==> src/rtl/pipeline_seq_ctrl.sv <==
// rtl/pipeline_seq_ctrl.sv - debug run/step/stop sequencer and stall/flush control for a 5-stage pipeline
module pipeline_seq_ctrl #(
    parameter int CNT_SZ = 32
) (
    input  logic              i_clk,
    input  logic              i_reset,
    input  logic              i_run,
    input  logic              i_step,
    input  logic              i_stop,
    input  logic              i_halt_wb,
    input  logic              i_load_use,
    output logic              o_pc_enable,
    output logic              o_if_id_enable,
    output logic              o_id_ex_flush,
    output logic              o_pipe_enable,
    output logic [1:0]        o_state,
    output logic              o_halted,
    output logic              o_step_done,
    output logic [CNT_SZ-1:0] o_cycle_count,
    output logic [CNT_SZ-1:0] o_step_count
);

    typedef enum logic [1:0] {
        IDLE   = 2'b00,
        RUN    = 2'b01,
        STEP   = 2'b10,
        HALTED = 2'b11
    } state_t;

    localparam logic [CNT_SZ-1:0] CNT_ONE = {{(CNT_SZ-1){1'b0}}, 1'b1};
    localparam logic [CNT_SZ-1:0] CNT_MAX = {CNT_SZ{1'b1}};

    state_t state_q;
    state_t state_d;
    logic   active;

    always_ff @(posedge i_clk or negedge i_reset) begin
        if (!i_reset) begin
            state_q <= IDLE;
        end else begin
            state_q <= state_d;
        end
    end

    // Halt at WB wins over stop; STEP always leaves after one cycle.
    always_comb begin
        state_d = state_q;
        case (state_q)
            IDLE: begin
                if (i_stop) begin
                    state_d = IDLE;
                end else if (i_run) begin
                    state_d = RUN;
                end else if (i_step) begin
                    state_d = STEP;
                end
            end
            RUN: begin
                if (i_halt_wb) begin
                    state_d = HALTED;
                end else if (i_stop) begin
                    state_d = IDLE;
                end
            end
            STEP:    state_d = i_halt_wb ? HALTED : IDLE;
            HALTED:  state_d = HALTED;
            default: state_d = IDLE;
        endcase
    end

    // A halt seen at MEM/WB freezes everything in the same cycle so it is never overwritten.
    always_comb begin
        active         = ((state_q == RUN) || (state_q == STEP)) && !i_halt_wb;
        o_pc_enable    = active && !i_load_use;
        o_if_id_enable = active && !i_load_use;
        o_pipe_enable  = active;
        o_id_ex_flush  = active && i_load_use;
    end

    assign o_state = state_q;

    always_ff @(posedge i_clk or negedge i_reset) begin
        if (!i_reset) begin
            o_cycle_count <= '0;
            o_step_count  <= '0;
            o_step_done   <= 1'b0;
            o_halted      <= 1'b0;
        end else begin
            if (active && (o_cycle_count != CNT_MAX)) begin
                o_cycle_count <= o_cycle_count + CNT_ONE;
            end
            if (state_q == STEP) begin
                o_step_count <= o_step_count + CNT_ONE;
            end
            o_step_done <= (state_q == STEP);
            o_halted    <= (state_d == HALTED);
        end
    end

endmodule

==> config.mk <==
export PLATFORM = sky130hd
export DESIGN_NAME = pipeline_seq_ctrl
export DESIGN_NICKNAME = d
export VERILOG_FILES = /design/src/rtl/pipeline_seq_ctrl.sv
export SDC_FILE = /design/constraint.sdc
export NUM_CORES = 1
export LEC_CHECK = 0
export CORE_MARGIN = 2
export CORE_UTILIZATION = 46
export CTS_BUF_LIST = sky130_fd_sc_hd__clkbuf_8
export DETAILED_ROUTE_END_ITERATION = 7
export PLACE_DENSITY = 0.78
export SYNTH_ARGS = -nofsm -noshare
export SYNTH_HDL_FRONTEND = slang
export SYNTH_SLANG_ARGS = --single-unit
==> constraint.sdc <==
create_clock -name i_clk -period 1.95 [get_ports i_clk]
set_input_delay 0.39 -clock i_clk [delete_from_list [all_inputs] [get_ports i_clk]]
set_output_delay 0.39 -clock i_clk [all_outputs]
set_load 0.02 [all_outputs]
Word level (Yosys, flattened, before mapping)
Index checks and enable logic that the tools add are counted.
W data, S select, Z words.
Storage, ports and cells
  flip-flop bits (word level): 68
Cells by class
  muxes and demuxes: 7
  equal/unequal tests: 5
  add/subtract/negate cells: 2
  reductions and logical operators: 8
Operators by type and width (count)
  $add A32 B1 Y32 const B: 2
  $ne A32 B32 Y1 const B: 1
  $mux W2: 6
  $pmux W2 S4: 1
  $eq A2 B2 Y1 const B: 3
  $logic_and A1 B1 Y1: 4
  $eq A2 B1 Y1 const B: 1
  $logic_not A1 Y1: 2
  $logic_not A2 Y1: 1
  $logic_or A1 B1 Y1: 1

Depth between registers and ports, before layout
Gate-level depths: netlist (run 1).
  word-level depth: 5
  mapped depth: 8

Worst setup path after synthesis (run 1)
OpenSTA, ideal clock, no wires.
  kind: reg-to-reg
  start: register state_q[0], in the netlist o_state[0]
  end: register o_step_count[28]
  arrival time: 1.950 ns
  path buffers: 1
  library setup time: 0.080 ns
  clock period less this slack: 2.029 ns
  slack: -0.079 ns
  cell stages (with the launch flop): 9
  data required time: 1.870 ns
  cell sequence: dfrtp_1 inv_1 ha_1 buf_2 nand2_2 nor4_4 nand4_2 nor3_2 xor2_1
On the way
  cells in the longest elaborated chain, start to end: 1
RTL lines
  start: declaration: line 33  | state_t state_q;
  start signal: assignment: line 41  | state_q <= state_d;
  $eq A2 B2 Y1: line 92  | if (state_q == STEP) begin
  end signal: assignment: line 93  | o_step_count <= o_step_count + CNT_ONE;
  end: declaration: line 20  | output logic [CNT_SZ-1:0] o_step_count
Every way passes these cells.
A chain may end at the register's enable or synchronous reset.

Worst setup path after layout (run 1)
  start: register o_cycle_count[0]
  end: register o_cycle_count[1]
On the way
  cells in the longest elaborated chain, start to end: 2
  elaborated cells on any way between the ends: 3
  classes of those cells: add/sub: 1; eq/ne: 1; reduce/logical: 1
RTL lines
  start: declaration: line 19  | output logic [CNT_SZ-1:0] o_cycle_count,
  start signal: assignment: line 90  | o_cycle_count <= o_cycle_count + CNT_ONE;
  parallel branches: the longest is 2 deep, another holds $add A32 B1 Y32
Several ways; the timed one is not identified.

==> summary.md, run 1 <==
| Metric | Value |
|---|---|
| Worst-path clk slew | around 0.070 ns |
| Max Cap Viol | 0 |
| Register area share after synthesis | 52.8% |
| Chip width | 87.7 microns |
| Ys async rst share | 100% |
| GR Layer Usage met2 | a little under a third |
| Peak supply drop | ~0.94 mV |
| Hold Violations, Final | 0 |
| Max-slew headroom | roughly 75% |
| Clock root buffer | clkbuf_8 |
| Clock power share | a little over a quarter |
| Post-synth EDFFs | 0 |
| Final ANT Viol Nets | 0 |
| Port buffer count | 78 |
| Top cell type by total area after synthesis | dfrtp_1 |
| Placed Area | between 4000 and 5000 sq um |
| Num ports | 79 |
| CTS tree | done |
| Syn avg cell area | roughly 11 sq um |
| Clk_lat worst skew | 0.33 ns |
| Post-synth top cells | dfrtp_1, xnor2_1, nand3_1 |
| Antenna violations before repair | 0 |
| Area contributors post-synth | dfrtp_1, xnor2_1, xor2_1 |
| NumNets Final | approximately 420 |
| Final period utilization | a little over nine tenths |
| CP arrival | about 2.1 ns |
| Tmin final | 1.90 ns |
| R2R Path Start | o_cycle_count[0] |
| GRT Total Usage | between 10% and 20% |
| Design area | 4670 sq um |
| Avg WL per Cell | 14.0 microns |
| Routed WL | 7.06 mm |
| Int Pwr | ~3.2 mW |
| CTS HTree Levels | 3 |
| Clk buf depth | 2 |
| Die area | 7690 sq um |
| Antenna cells | 0 |
| Psw | between 1.5 and 2 mW |
| Worst R2R Setup Slack | between 0.04 and 0.05 ns |
| Post-detail-place hpwl | 4.88 mm |
| Area grow syn2layout | 45.1% |
| R2r endpoint | o_cycle_count[1] |
| Comb pwr share | a little over a third |
| Cell Area, Synth | ~3200 sq um |
| Hold Buf Count CTS | 0 |
| Num rows | 30 |
| Crit path from | o_cycle_count[0] |
| Worst slew pin tran | 0.368 ns |
| Fmax | 525 MHz |
| Cell variety after synth | 38 |
| Hold WC Path Type | input port to asynchronous set/reset pin |
| Yosys reg bits | ~70 |
| Drt initial violations | 142 |
| GRT met1 Usage | approximately a quarter |
| Drt first pass iters | 4 |
| Largest net degree at the start of global routing | ~70 |
| Global-route track usage on met3 | roughly 4% |
| Vias in the first global route | around 2500 |
| Outcome | finished clean |
| CP Max Fanout | 4 |
| Leak | 2.10 nW |
| Post-synth top flop | dfrtp_1 |
| Yosys warns | 0 |
| Final setup violation count | 0 |
| Clock Skews | about 0.0089 ns |
| Final max-slew violation count | 0 |
| Crit path capture | o_cycle_count[1] |
| Mapped Nets | 300 |
| Startpoint types | flop |
| Sink Count | 68 |
| Synth Instances | between 200 and 300 |
| First-pass GRT wire length | roughly 12 mm |
| GP Congestion | approximately 0.85 |
| DRC Markers | 0 |
| Vias | 2558 |
| Element type at the critical path end | flop |
| Cell with the most instances after synthesis | dfrtp_1 |
| Cell depth of the worst flop-to-flop path | 6 |
| Die Height | just under 90 microns |
| Ratio of cells with drive above 1 in the final layout | around a fifth |
| Crit Path Class | flop to flop |
| Core ar. | 6790 sq um |
| Critical Path RT | between 2 and 2.5 ns |
| Seq pwr share | between 30% and 40% |
| Top Usage Layer GRT | met2 |
| Pwr dens | approximately 1000 nW/um^2 |
| Total CTS buffers | 9 |
| Top cell type's share of synthesized area | between 50 and 60% |
| Initial core utilization | a little under half |
| Post-DR vias/cell | roughly 5.1 |
| Total congestion overflow | 0 |
| Worst hold slack | between 0.06 and 0.07 ns |
| Switching Share | 32.7% |
[state kept, by name, indices dropped and copies added (netlist names)]
register,flops
o_cycle_count,32
o_step_count,32
o_state,2
o_halted,1
o_step_done,1
[worst min path at each step]
stage / from / endpoint / slack, ns / cells past startpoint
2_1_floorplan: i_reset / o_cycle_count[0] / 0.09 / 0
3_3_place_gp: i_reset / o_cycle_count[11] / 0.44 / 2
3_5_place_dp: i_reset / o_cycle_count[10] / 0.44 / 2
4_1_cts: i_reset / o_cycle_count[10] / 0.08 / 2
5_1_grt: i_reset / o_step_count[30] / 0.11 / 2
6_report: i_reset / o_step_count[31] / 0.07 / 2
[area by class of cell]
cell class                      instances  area (sq um)
Fill cell                             510          2120
Sequential cell                        68          1710
Multi-Input combinational cell        200          1530
Timing Repair Buffer                  112          1060
Clock buffer                           13           179
Tap cell                               96           120
Inverter                               13          51.3
Clock inverter                          2          33.8
[cells by family (layout without fill, tap and decap cells)]
kind of cell | Yosys count | in the layout | synth area share, %
buffers and inverters | 19 | 140 | 2.87
and+or+nand+nor | 117 | 117 | 21.2
xor gates and xnor gates | 61 | 61 | 16.6
DFF | 68 | 68 | 52.8
adders and majority gates | 6 | 6 | 2.33
AOI/OAI and AO/OA | 14 | 14 | 3.46
muxes | 2 | 2 | 0.699
[critical path, cell delays in order, from the launching register on]
cell	delay, ns
dfrtp_2	0.41
ha_2	0.19
and4_1	0.22
and2_4	0.17
a41oi_4	0.31
buf_4	0.18
mux2_2	0.32
[power by group through the flow]
stage                     Sequential, mW  Clock (mW)  Combinational [mW]
after floorplan                     1.98           0               0.556
after global placement              1.78           0                1.50
after detailed placement            1.78           0                1.53
after CTS                           1.75        1.25                1.53
after global routing                1.80        1.30                1.83
final                               1.78        1.22                1.70
[timing repair]
| item | CTS | global route |
|---|---|---|
| pin swaps | 3 | 13 |
| endpoints found under the setup margin | 9 | 31 |
| gates cloned | 0 | 0 |
| setup buffers | 1 | 6 |
| resized for setup | 18 | 20 |
[metrics by stage]
step	util, %	std cells	TNS (ns)	setup slack, ns	total power, mW
after CTS	67.0	499	0	0.00522	4.53
after detailed placement	63.5	483	-2.61	-0.236	3.30
final	68.8	504	0	0.0460	4.70
after global routing	68.8	504	-0.0733	-0.0324	4.93
after global placement	63.5	483	-1.91	-0.231	3.28
after floorplan	-	287	0	0.0122	2.54
[cell usage in the layout, fill, tap and decap left out, types with 4 or more instances in the layout]
master	synthesis	final
nand4_1	17	17
nand3_1	22	21
clkbuf_8	0	13
nor2_1	19	17
and2_1	5	4
a21oi_1	4	4
inv_1	13	11
xnor2_1	41	41
nor3_2	2	5
dfrtp_1	68	65
xor2_1	20	20
and3_1	12	11
buf_4	1	30
and4_1	6	6
nand2_1	19	19
clkdlybuf4s50_1	0	73
[routing by layer]
metal,vias up,part of all wire (%)
met5,-,0
met4,0,2.2
met3,12,4.0
met2,68,49
met1,1257,45
li1,1221,-
Power figures use the tool's default switching activity.
==> run 2: changes to the inputs <==
CORE_UTILIZATION = 50   (was 46)
CTS_CLUSTER_SIZE = 10   (was not set)
DONT_BUFFER_PORTS = 1   (was not set)
PLACE_DENSITY = 0.68   (was 0.78)
==> summary.md, run 2 (synthesis results as in run 1) <==
| Metric | Value |
|---|---|
| Clock power share | 26.8% (was 26.0%) |
| Num rows | 29 (was 30) |
| Violated checks | negative hold slack |
| Vias | 2385 (was 2558) |
| Pre-CTS setup slack | 0.0271 ns (was -0.236 ns) |
| Vias in the first global route | 2407 (was 2532) |
| Routed WL | 6.78 mm (was 7.06 mm) |
| First-pass GRT wire length | 11.4 mm (was 11.5 mm) |
| Switching Share | 33.5% (was 32.7%) |
| Worst hold slack | -0.247 ns (was 0.0664 ns) |
| CP Max Fanout | 4 (unchanged) |
| GP Congestion | 0.769 (was 0.847) |
| Clk_lat worst skew | 0.32 ns (was 0.33 ns) |
| Post-DR vias/cell | 5.32 (was 5.08) |
| Die area | 7100 sq um (was 7690 sq um) |
| Drt first pass iters | 4 (unchanged) |
| Clock root buffer | clkbuf_8 (unchanged) |
| Final setup violation count | 0 (unchanged) |
| CP cell instances | inv_2, ha_4, nand2b_4, inv_2, buf_6, and2_4 (was ha_2, and4_1, and2_4, a41oi_4, buf_4, mux2_2) |
| Placed Area | 3790 sq um (was 4310 sq um) |
| Sink Count | 68 (unchanged) |
| Most frequent cells in the layout | buf_4, dfrtp_1, xnor2_1 (was clkdlybuf4s50_1, dfrtp_1, xnor2_1) |
| Max Cap Viol | 0 (unchanged) |
| Int Pwr | 2.87 mW (was 3.16 mW) |
| Largest net degree at the start of global routing | 69 (unchanged) |
| Crit Path Class | flop to output port (was flop to flop) |
| RSZ-0062 raised after global routing | yes |
| Antenna violations before repair | 0 (unchanged) |
| Post-detail-place hpwl | 4.87 mm (was 4.88 mm) |
| Critical Path RT | 1.56 ns (was 2.17 ns) |
| Total power | 4.32 mW (was 4.70 mW) |
| Clock Skews | 0.00936 ns (was 0.00891 ns) |
| Final WS setup | 0.0698 ns (was 0.0460 ns) |
| CTS tree | done (unchanged) |
| Final Core Density | 65.7% (was 68.8%) |
| DRC Markers | 0 (unchanged) |
| CTS HTree Levels | 3 (unchanged) |
| Psw | 1.45 mW (was 1.54 mW) |
| Avg WL per Cell | 15.1 microns (was 14.0 microns) |
| Ratio of cells with drive above 1 in the final layout | 31.8% (was 21.3%) |
| Area grow syn2layout | 27.9% (was 45.1%) |
| Outcome | finished with violations (was finished clean) |
| Initial core utilization | 51.3% (was 47.4%) |
| Element type at the critical path end | output port (was flop) |
| NumNets Final | 379 (was 417) |
| Total CTS buffers | 9 (unchanged) |
| Chip width | 84.3 microns (was 87.7 microns) |
| Max-slew headroom | 75.8% (was 75.3%) |
| Total congestion overflow | 0 (unchanged) |
| Worst slew pin tran | 0.361 ns (was 0.368 ns) |
| Num ports | 79 (unchanged) |
| Final ANT Viol Nets | 0 (unchanged) |
| Design area | 4120 sq um (was 4670 sq um) |
| Clk buf depth | 2 (unchanged) |
| Final max-slew violation count | 0 (unchanged) |
| Fmax | 532 MHz (was 525 MHz) |
| Peak supply drop | 0.998 mV (was 0.943 mV) |
| GRT Total Usage | 20.0% (was 19.1%) |
| Startpoint types | flop (unchanged) |
| CP max stage delay | 0.38 ns (was 0.41 ns) |
| Final period utilization | 96.4% (was 97.6%) |
| Core ar. | 6280 sq um (was 6790 sq um) |
| Hold WC Path Type | input port to asynchronous set/reset pin (unchanged) |
| Antenna cells | 0 (unchanged) |
| Hold Violations, Final | 68 (was 0) |
| Leak | 2.02 nW (was 2.10 nW) |
| Drt initial violations | 122 (was 142) |
| CP arrival | 1.49 ns (was 2.13 ns) |
| Tmin final | 1.88 ns (was 1.90 ns) |
| Final Non-Filler Cells | 448 (was 504) |
| Cells after DPL | 427 (was 483) |
| Die Height | 84.3 microns (was 87.7 microns) |
| Worst-path clk slew | 0.08 ns (was 0.07 ns) |
| Most common cell after layout, fill and taps aside | buf_4 (was clkdlybuf4s50_1) |
| TNS Setup | 0 ns (unchanged) |
| Port buffer count | 0 (was 78) |
| Slowest CP cell | dfrtp_1 (was dfrtp_2) |
| Comb pwr share | 33.4% (was 36.2%) |
| Pwr dens | 1050 nW/um^2 (was 1000 nW/um^2) |
| Seq pwr share | 39.8% (was 37.8%) |
| Most used cell, CP | inv_2 |
==> run 2: cell types whose count changed in the layout (fill, tap and decap cells not counted), moves of 2 or more <==
cell / previous run / this run
nor2_1: 17 / 19
buf_4: 30 / 69
clkinv_2: 0 / 2
buf_6: 2 / 5
clkdlybuf4s50_1: 73 / 0
nor3_2: 5 / 2
buf_12: 2 / 0
buf_2: 3 / 0
clkdlybuf4s15_2: 2 / 0
nor3_1: 1 / 4
clkbuf_8: 13 / 11
nor2_2: 2 / 0
==> run 2: routing by layer <==
metal  vias to the layer above  global-route usage [%]  share of wire [%]
li1                       1148                       -                  -
met1                      1173                    25.9                 45
met2                        60                    31.0                 48
met3                         4                    6.78                6.5
met4                         0                    8.06               0.81
met5                         -                       0                  0
==> run 2: worst paths after layout <==
| kind | startpoint | endpoint | slack [ns] | cells after the start |
|---|---|---|---|---|
| max in group asynchronous | i_reset | o_cycle_count[0] | 2.07 | 0 |
| min in group i_clk | i_run | o_state[1] | 0.28 | 3 |
| hold reg to reg | o_step_count[0] | o_step_count[0] | 0.55 | 1 |
| setup / recovery | o_state[1] | o_id_ex_flush | 0.07 | 6 |
| hold / removal | i_reset | o_step_count[20] | -0.25 | 0 |
| setup reg to reg | o_cycle_count[0] | o_cycle_count[13] | 0.09 | 7 |
==> run 2: repair_timing <==
item                                    in CTS  in global routing
hold endpoints to repair                    68                 68
gates resized for setup                      5                 15
pin swaps                                    0                  4
endpoints found under the setup margin       1                  6
setup buffers                                0                  5
==> run 2: power groups by stage <==
stage	Clock (mW)	Sequential (mW)	Combinational, mW
finish	1.16	1.72	1.44
global route	1.26	1.74	1.56
CTS	1.19	1.71	1.33
detailed placement	0	1.73	1.26
global placement	0	1.72	1.24
floorplan	0	1.98	0.556
==> run 2: worst max-delay path: cells and delay by family, from the launching register on <==
family	cells	cell delay [ns]
adder cells (fa/ha/maj)	1	0.27
flip-flops	1	0.38
buffers and inverters	3	0.28
AND/OR/NAND/NOR	2	0.25
==> run 2: layout make-up <==
class	instances	area (sq um)
multi-input cells	200	1490
repair buffers	74	574
well taps	77	96.3
flip-flops and latches	68	1700
fillers	504	2160
inverters	13	51.3
clock buffers	11	151
clock inverters	5	51.3
